--- src/rtl/lift_pkg.sv ---
// Shared types and constants for the 5/3 lifting-step datapath.
package lift_pkg;
  localparam int W     = 16;
  localparam int CNT_W = 4;

  typedef logic signed [W-1:0] sample_t;

  localparam logic HIPASS = 1'b1;
  localparam logic FWD    = 1'b1;
endpackage

--- src/rtl/lift_step_unit_if.sv ---
// Sequencer-facing sample bus. The master presents operands and mode bits;
// the slave returns the registered lifted sample.
interface lift_step_unit_if #(parameter int W = 16);
  // ex is a one-way qualifier with no ready: the slave loads res_s on every
  // rising edge where ex=1, so the master may change operands every cycle.
  logic signed [W-1:0] l_s;
  logic signed [W-1:0] r_s;
  logic signed [W-1:0] s_s;
  logic                lohipass;
  logic                fwd_inv;
  logic                ex;
  logic signed [W-1:0] res_s;

  modport master (output l_s, r_s, s_s, lohipass, fwd_inv, ex, input res_s);
  modport slave  (input l_s, r_s, s_s, lohipass, fwd_inv, ex, output res_s);
endinterface

--- src/rtl/lift_alu.sv ---
// Combinational 5/3 lifting arithmetic: neighbour-sum, rounding shift, add/sub.
module lift_alu
  import lift_pkg::*;
#(
  parameter int W = 16
) (
  input  logic signed [W-1:0] l_s,
  input  logic signed [W-1:0] r_s,
  input  logic signed [W-1:0] s_s,
  input  logic                lohipass,
  input  logic                fwd_inv,
  output logic signed [W-1:0] res
);
  localparam logic signed [W+1:0] RND = 2;

  logic signed [W+1:0] sum;
  logic signed [W+1:0] d;
  logic signed [W+1:0] s_ext;
  logic signed [W+1:0] wide;
  logic                sub;

  // Predict subtracts on the forward pass; update adds on the forward pass,
  // which is what makes each inverse step undo its forward twin exactly.
  always_comb begin
    sum   = {{2{l_s[W-1]}}, l_s} + {{2{r_s[W-1]}}, r_s};
    s_ext = {{2{s_s[W-1]}}, s_s};
    d     = (lohipass == HIPASS) ? (sum >>> 1) : ((sum + RND) >>> 2);
    sub   = (lohipass == HIPASS) ? (fwd_inv == FWD) : (fwd_inv != FWD);
    wide  = sub ? (s_ext - d) : (s_ext + d);
    res   = wide[W-1:0];
  end
endmodule

--- src/rtl/lift_cnt.sv ---
// Free-running wrap-around cycle counter, held at zero while clr is high.
module lift_cnt #(
  parameter int CNT_W = 4
) (
  input  logic             clk,
  input  logic             reset_l,
  input  logic             clr,
  output logic [CNT_W-1:0] q
);
  always_ff @(posedge clk or negedge reset_l) begin
    if (!reset_l)  q <= '0;
    else if (clr)  q <= '0;
    else           q <= q + 1'b1;
  end
endmodule

--- src/rtl/lift_rst_sync.sv ---
// Reset conditioner: asynchronous assert, RST_STAGES-edge synchronous release.
module lift_rst_sync #(
  parameter int RST_STAGES = 2
) (
  input  logic clk,
  input  logic reset_l,
  output logic rst_o
);
  logic [RST_STAGES-1:0] sync;

  // Ones drain out of the chain from the bottom; rst_o is the last stage.
  always_ff @(posedge clk or negedge reset_l) begin
    if (!reset_l) sync <= '1;
    else          sync <= sync << 1;
  end

  assign rst_o = sync[RST_STAGES-1];
endmodule

--- src/rtl/lift_step_unit.sv ---
// 5/3 lifting-step unit: result register, cycle counter and reset conditioner.
module lift_step_unit
  import lift_pkg::*;
#(
  parameter int W          = lift_pkg::W,
  parameter int CNT_W      = lift_pkg::CNT_W,
  parameter int RST_STAGES = 2
) (
  input  logic              clk,
  input  logic              reset_l,
  lift_step_unit_if.slave   bus,
  output logic [CNT_W-1:0]  q,
  output logic              rst_o
);
  logic signed [W-1:0] alu_res;

  lift_rst_sync #(.RST_STAGES(RST_STAGES)) u_rst_sync (
    .clk     (clk),
    .reset_l (reset_l),
    .rst_o   (rst_o)
  );

  lift_cnt #(.CNT_W(CNT_W)) u_cnt (
    .clk     (clk),
    .reset_l (reset_l),
    .clr     (rst_o),
    .q       (q)
  );

  lift_alu #(.W(W)) u_alu (
    .l_s      (bus.l_s),
    .r_s      (bus.r_s),
    .s_s      (bus.s_s),
    .lohipass (bus.lohipass),
    .fwd_inv  (bus.fwd_inv),
    .res      (alu_res)
  );

  // reset_l clears immediately; rst_o keeps the register at zero until release completes.
  always_ff @(posedge clk or negedge reset_l) begin
    if (!reset_l)     bus.res_s <= '0;
    else if (rst_o)   bus.res_s <= '0;
    else if (bus.ex)  bus.res_s <= alu_res;
  end
endmodule

--- src/flat_wrapper.sv ---
// flat-port wrapper written by rule: the top's interface ports become plain ports
module lift_step_unit_flat import lift_pkg::*;
#(
  parameter int W          = lift_pkg::W,
  parameter int CNT_W      = lift_pkg::CNT_W,
  parameter int RST_STAGES = 2
)
  (clk, reset_l, q, rst_o, bus_l_s, bus_r_s, bus_s_s, bus_lohipass, bus_fwd_inv, bus_ex, bus_res_s);
  lift_step_unit_if #(.W(W)) bus_i ();
  input  logic clk;
  input  logic reset_l;
  output logic [CNT_W-1:0] q;
  output logic rst_o;
  input wire logic [$bits(bus_i.l_s)-1:0] bus_l_s;
  input wire logic [$bits(bus_i.r_s)-1:0] bus_r_s;
  input wire logic [$bits(bus_i.s_s)-1:0] bus_s_s;
  input wire logic [$bits(bus_i.lohipass)-1:0] bus_lohipass;
  input wire logic [$bits(bus_i.fwd_inv)-1:0] bus_fwd_inv;
  input wire logic [$bits(bus_i.ex)-1:0] bus_ex;
  output wire logic [$bits(bus_i.res_s)-1:0] bus_res_s;
  assign bus_i.l_s = bus_l_s;
  assign bus_i.r_s = bus_r_s;
  assign bus_i.s_s = bus_s_s;
  assign bus_i.lohipass = bus_lohipass;
  assign bus_i.fwd_inv = bus_fwd_inv;
  assign bus_i.ex = bus_ex;
  assign bus_res_s = bus_i.res_s;
  lift_step_unit #(.W(W), .CNT_W(CNT_W), .RST_STAGES(RST_STAGES)) u_core (.clk(clk), .reset_l(reset_l), .bus(bus_i), .q(q), .rst_o(rst_o));
endmodule
--- config.mk ---
export PLATFORM = sky130hd
export DESIGN_NAME = lift_step_unit_flat
export DESIGN_NICKNAME = d
export VERILOG_FILES = /design/src/rtl/lift_pkg.sv /design/src/rtl/lift_step_unit_if.sv /design/src/rtl/lift_alu.sv /design/src/rtl/lift_cnt.sv /design/src/rtl/lift_rst_sync.sv /design/src/rtl/lift_step_unit.sv /design/src/flat_wrapper.sv
export SDC_FILE = /design/constraint.sdc
export NUM_CORES = 1
export LEC_CHECK = 0
export CAP_MARGIN = 20
export CORE_ASPECT_RATIO = 2
export CORE_MARGIN = 5
export CORE_UTILIZATION = 49
export CTS_BUF_LIST = sky130_fd_sc_hd__clkbuf_8
export DETAILED_ROUTE_END_ITERATION = 10
export PLACE_DENSITY = 0.8
export SYNTH_ARGS = -nofsm -noshare
export SYNTH_HDL_FRONTEND = slang
export SYNTH_SLANG_ARGS = --single-unit
--- constraint.sdc ---
create_clock -name clk -period 1.3 [get_ports clk]
set_clock_uncertainty 0.1 [all_clocks]
set_input_delay 0.26 -clock clk [delete_from_list [all_inputs] [get_ports clk]]
set_output_delay 0.26 -clock clk [all_outputs]
set_load 0.01 [all_outputs]
==> run metrics, run 1 <==
status aborted with a tool error; Failed at global routing (5_1_grt); stop err [ERROR GRT-0232] Routing congestion too high. Check the congestion heatmap in the GUI.; RePlAce Congestion 0.920; die width 71.3 um; clock tree buffer depth 2; # IOs 74; Total GRT Usage 0.840; Seq/Total Area, Yosys 0.150; post-GRT worst EP u_core.bus.res_s[15]$_DFFE_PN0P_/D; CTS Buf Count 3; dpl hpwl 9780 um; pin count of the biggest net entering global routing 23; Chip Height 133 um; port buffer count 73; Clock Sink Count 22; most common cell in the netlist nor2_1; Synth cell types 79; syn avg cell area 7.75 um2; cts hold-fix bufs 0; Synth Instances 475; Post-synth EDFFs 0; worst slack, placed -4000 ps; Yosys top cell by area dfrtp_1; Rows 44; Most used DFF post-synth dfrtp_1; worst_ep kind register data pin; root buf cell clkbuf_8; synth cell count leaders 50 x nor2_1, 34 x nand2_1, 33 x ha_1; CTS H-tree lvls 1; top-area cell type share of the netlist area 0.136; grt ovf 434; Synth warnings 0; Synthesized Nets 563; Seq cells post-synth 22; Post-synth ARST share 1.00; Mapped Area 3680 um2; synth top area cells dfrtp_1 14%, ha_1 11%, nor2_1 5.1%, xnor2_1 5.0%, a21oi_1 4.3%; Initial Utilization 0.503
-- stage by stage --
step / TNS (ps) / util / cell area, um2 / instances
2_1_floorplan: -34990 / - / 3890 / 475
3_3_place_gp: -47450 / 0.788 / 5770 / 772
3_5_place_dp: -50520 / 0.788 / 5770 / 772
4_1_cts: -37330 / 0.876 / 6410 / 806
-- per-layer routing --
metal	GRT overflow	global-route usage
met1	2	0.775
met2	318	1.08
met3	5	0.610
met4	109	0.949
met5	0	0.0944
-- timing repair --
action,CTS
gates resized for setup,181
hold endpoints to repair,0
pin swaps,81
cloned,0
endpoints found under the setup margin,38
setup buffers,38
-- cell families after synthesis --
group | after synthesis | share of synthesized area
muxes | 16 | 0.0435
and+or+nand+nor | 183 | 0.264
adders and majority gates | 35 | 0.123
DFF | 22 | 0.150
other | 1 | 0.00102
xor gates and xnor gates | 39 | 0.0928
buffers and inverters | 42 | 0.0503
AOI/OAI and AO/OA | 137 | 0.276
==> inputs of run 2 (changes only) <==
CORE_ASPECT_RATIO = default   (was 2)
CORE_UTILIZATION = 40   (was 49)
CTS_BUF_LIST = default   (was sky130_fd_sc_hd__clkbuf_8)
PLACE_DENSITY = default   (was 0.8)
PLACE_DENSITY_LB_ADDON = 0.15   (was default)
clock period = 1.7 ns   (was 1.3 ns; I/O delays follow)
==> run 2 against run 1 <==
The flow now finishes, with violations (negative setup slack). Synthesized cell count did not move. Area after synthesis did not move.
==> run metrics, run 2 <==
vias in the first global route 4584; dpl hpwl 8540 um (was 9780 um); Post-Synth Adder-Cell Area 0.123 (unchanged); sequential power share 0.127; multiplexer area fraction after synthesis 0.0435 (unchanged); worst r2r dst u_core.bus.res_s[15]; crit start category input port; Worst Hold Launch u_core.u_rst_sync.sync[0]; first-pass GRT wire length 19700 um; clock tree buffer depth 2 (unchanged); synth top area cells dfrtp_1 14%, ha_1 11%, nor2_1 5.1%, xnor2_1 5.0%, a21oi_1 4.3% (unchanged); CTS Buf Count 3 (unchanged); # IOs 74 (unchanged); CTS H-tree lvls 1 (unchanged); top flop regs u_core.bus.res_s: 16 flops, u_core.u_cnt.q: 4 flops, u_core.u_rst_sync.sync: 2 flops; CORE AREA 9110 um2; clk_lat worst skew 260 ps; worst vdd ir 0.633 mV; CP top delay family compound AO/OA/AOI/OAI gates; fin crit period 4560 ps; Mapped Area 3680 um2 (unchanged); Worst-path clk slew 70 ps; Post-synth ARST share 1.00 (unchanged); vias post-DR 4447; # diodes 0; R2R cell count 5; CP endpoint kind flip-flop; power share of the clock group 0.060; post-route design area 6790 um2; RePlAce Congestion 0.871 (was 0.920); Clock Sink Count 22 (unchanged); post-synthesis compound-gate area fraction 0.276 (unchanged); Seq cells post-synth 22 (unchanged); via/cell ratio 5.35; port buffer count 73 (unchanged); Pint 3.30 mW; Yosys top cell by area dfrtp_1 (unchanged); wl on met1 5290 um; status complete, but fails checks (was aborted with a tool error); most common cell in the netlist nor2_1 (unchanged); grt ovf 0; Synth warnings 0 (unchanged); Synth Area in XOR/XNOR 0.0928 (unchanged); root buf cell clkbuf_8 (unchanged); reg-to-reg setup timing slack 270 ps; Synthesized Nets 563 (unchanged); Min Hold Slack 258 ps; top-area cell type share of the netlist area 0.136 (unchanged); fin crit share 2.68; Chip Height 106 um (was 133 um); number of max-cap violations 0; Pre-antenna DRT Iters 4; most frequent cells in the layout 164 x buf_4, 58 x clkdlybuf4s50_1, 38 x nor2_1; pin count of the biggest net entering global routing 23; Tot Pwr 5.57 mW; Initial Utilization 0.404 (was 0.503); die area 11200 um2; WL met3 403 um; violated checks negative setup slack; Seq/Total Area, Yosys 0.150 (unchanged); wirelength, routed 12500 um; Total GRT Usage 0.204; Synth cell types 79 (unchanged); WHS Path Cells 0; end of the worst hold path u_core.u_rst_sync.sync[1]; min-delay worst type flip-flop to flip-flop; final hold vios 0; initial antenna violation count 0; Top reg by flops u_core.bus.res_s; Most used DFF post-synth dfrtp_1 (unchanged); CTS tree done; switching share of total power 0.406; WS Path Type input port to flip-flop; switching power total 2.26 mW; largest family of logic cells by synthesized area compound AO/OA/AOI/OAI gates (unchanged); P per Cell Area 820 nW/um2; First DRT Iteration DRCs 152; Residual DRC 0; most common cell after layout, fill and taps aside buf_4; Synth Instances 475 (unchanged); RSZ-0062 raised after global routing yes; Area Growth Syn to Fin 84.3%; crit path max fanout 4; Worst path max stage delay 410 ps; Slowest-stage cell, CP or4_1; Rows 35 (was 44); # setup viols final 16; Comb pwr share 0.813; cts hold-fix bufs 0 (unchanged); die width 106 um (was 71.3 um); CP cell instances buf_2, ha_4, buf_4, buf_4, nand4_1, a21oi_4, or3_4, buf_6, a2111oi_4, o21bai_1, o211ai_1, or2_4, o31ai_4, xor2_1, ha_1, nand2_1, nand2_1, a41o_1, o211ai_1, o21a_1, o21ai_1, xnor2_1, or4_1, nand3_1; layout cells sized above 1 0.475; Max Used Layer met4; Worst EP required 1800 ps; Critical R2R Launch u_core.u_rst_sync.sync[1]; Antenna Nets Post-Route 0; Simple-Gate Fraction of Synth Area 0.264 (unchanged); final net count 809; Post-synth EDFFs 0 (unchanged); worst path bufs/invs 4; Setup WS post-layout -2860 ps; fmax 219 MHz; DR WL met2 6610 um; Avg WL per Cell 15.0 um; leakage power 3.00 nW; Critical Path AT 4660 ps; Slew Viols, Final 0; Post-Place Cell Area 5750 um2 (was 5770 um2); syn avg cell area 7.75 um2 (unchanged); max reg flops 16; synth cell count leaders 50 x nor2_1, 34 x nand2_1, 33 x ha_1 (unchanged)
run 2: cell counts after synthesis:
No cell type changed its count.
run 2: per-stage QoR:
step	TNS, ps	worst slack [ps]	util	instances
finish	-33140	-2860	0.745	831
global route	-36020	-3190	0.745	831
CTS	-31080	-2810	0.694	814
detailed placement	-44070	-3610	0.631	787
global placement	-42730	-3500	0.631	787
floorplan	-29870	-2850	-	475
run 2: power by group through the flow:
| stage | Clock, mW | Combinational (mW) | Sequential (mW) |
|---|---|---|---|
| 2_1_floorplan | 0 | 1.95 | 0.763 |
| 3_3_place_gp | 0 | 3.38 | 0.708 |
| 3_5_place_dp | 0 | 3.46 | 0.713 |
| 4_1_cts | 0.341 | 3.95 | 0.706 |
| 5_1_grt | 0.367 | 4.90 | 0.721 |
| 6_report | 0.334 | 4.52 | 0.706 |
run 2: cell families after synthesis:
kind of cell	count (synthesis)
simple gates	183
buf+inv	42
fa+ha+maj	35
mux	16
compound gates	137
other cells	1
xor+xnor	39
flops	22
run 2: area by class of cell:
| cell class | instances | area (um2) |
|---|---|---|
| multi-input cells | 411 | 3700 |
| well taps | 111 | 139 |
| clock buffers | 4 | 45.0 |
| fillers | 646 | 2320 |
| flip-flops and latches | 22 | 553 |
| inverters | 23 | 98.8 |
| repair buffers | 260 | 2250 |
run 2: metal layers:
layer,vias to the layer above,GRT usage
li1,2237,-
met1,2122,0.242
met2,70,0.398
met3,18,0.0273
met4,0,0.0268
met5,-,0
run 2: worst max-delay path by stage:
stage | slack [ps] | endpoint | cells after the start | from
after floorplan | -2850 | u_core.bus.res_s[15] | 22 | bus_r_s[6]
after global placement | -3500 | u_core.bus.res_s[15] | 23 | bus_r_s[1]
after detailed placement | -3610 | u_core.bus.res_s[15] | 23 | bus_r_s[1]
after CTS | -2810 | u_core.bus.res_s[15] | 22 | bus_l_s[5]
after global routing | -3190 | u_core.bus.res_s[15] | 24 | bus_l_s[4]
final | -2860 | u_core.bus.res_s[15] | 24 | bus_l_s[4]
run 2: what timing repair did:
item,in CTS,in global routing
setup endpoints to repair,17,17
resized for setup,157,65
buffers inserted,33,21
pin swaps,64,52
(Power assumes the default switching activity.)
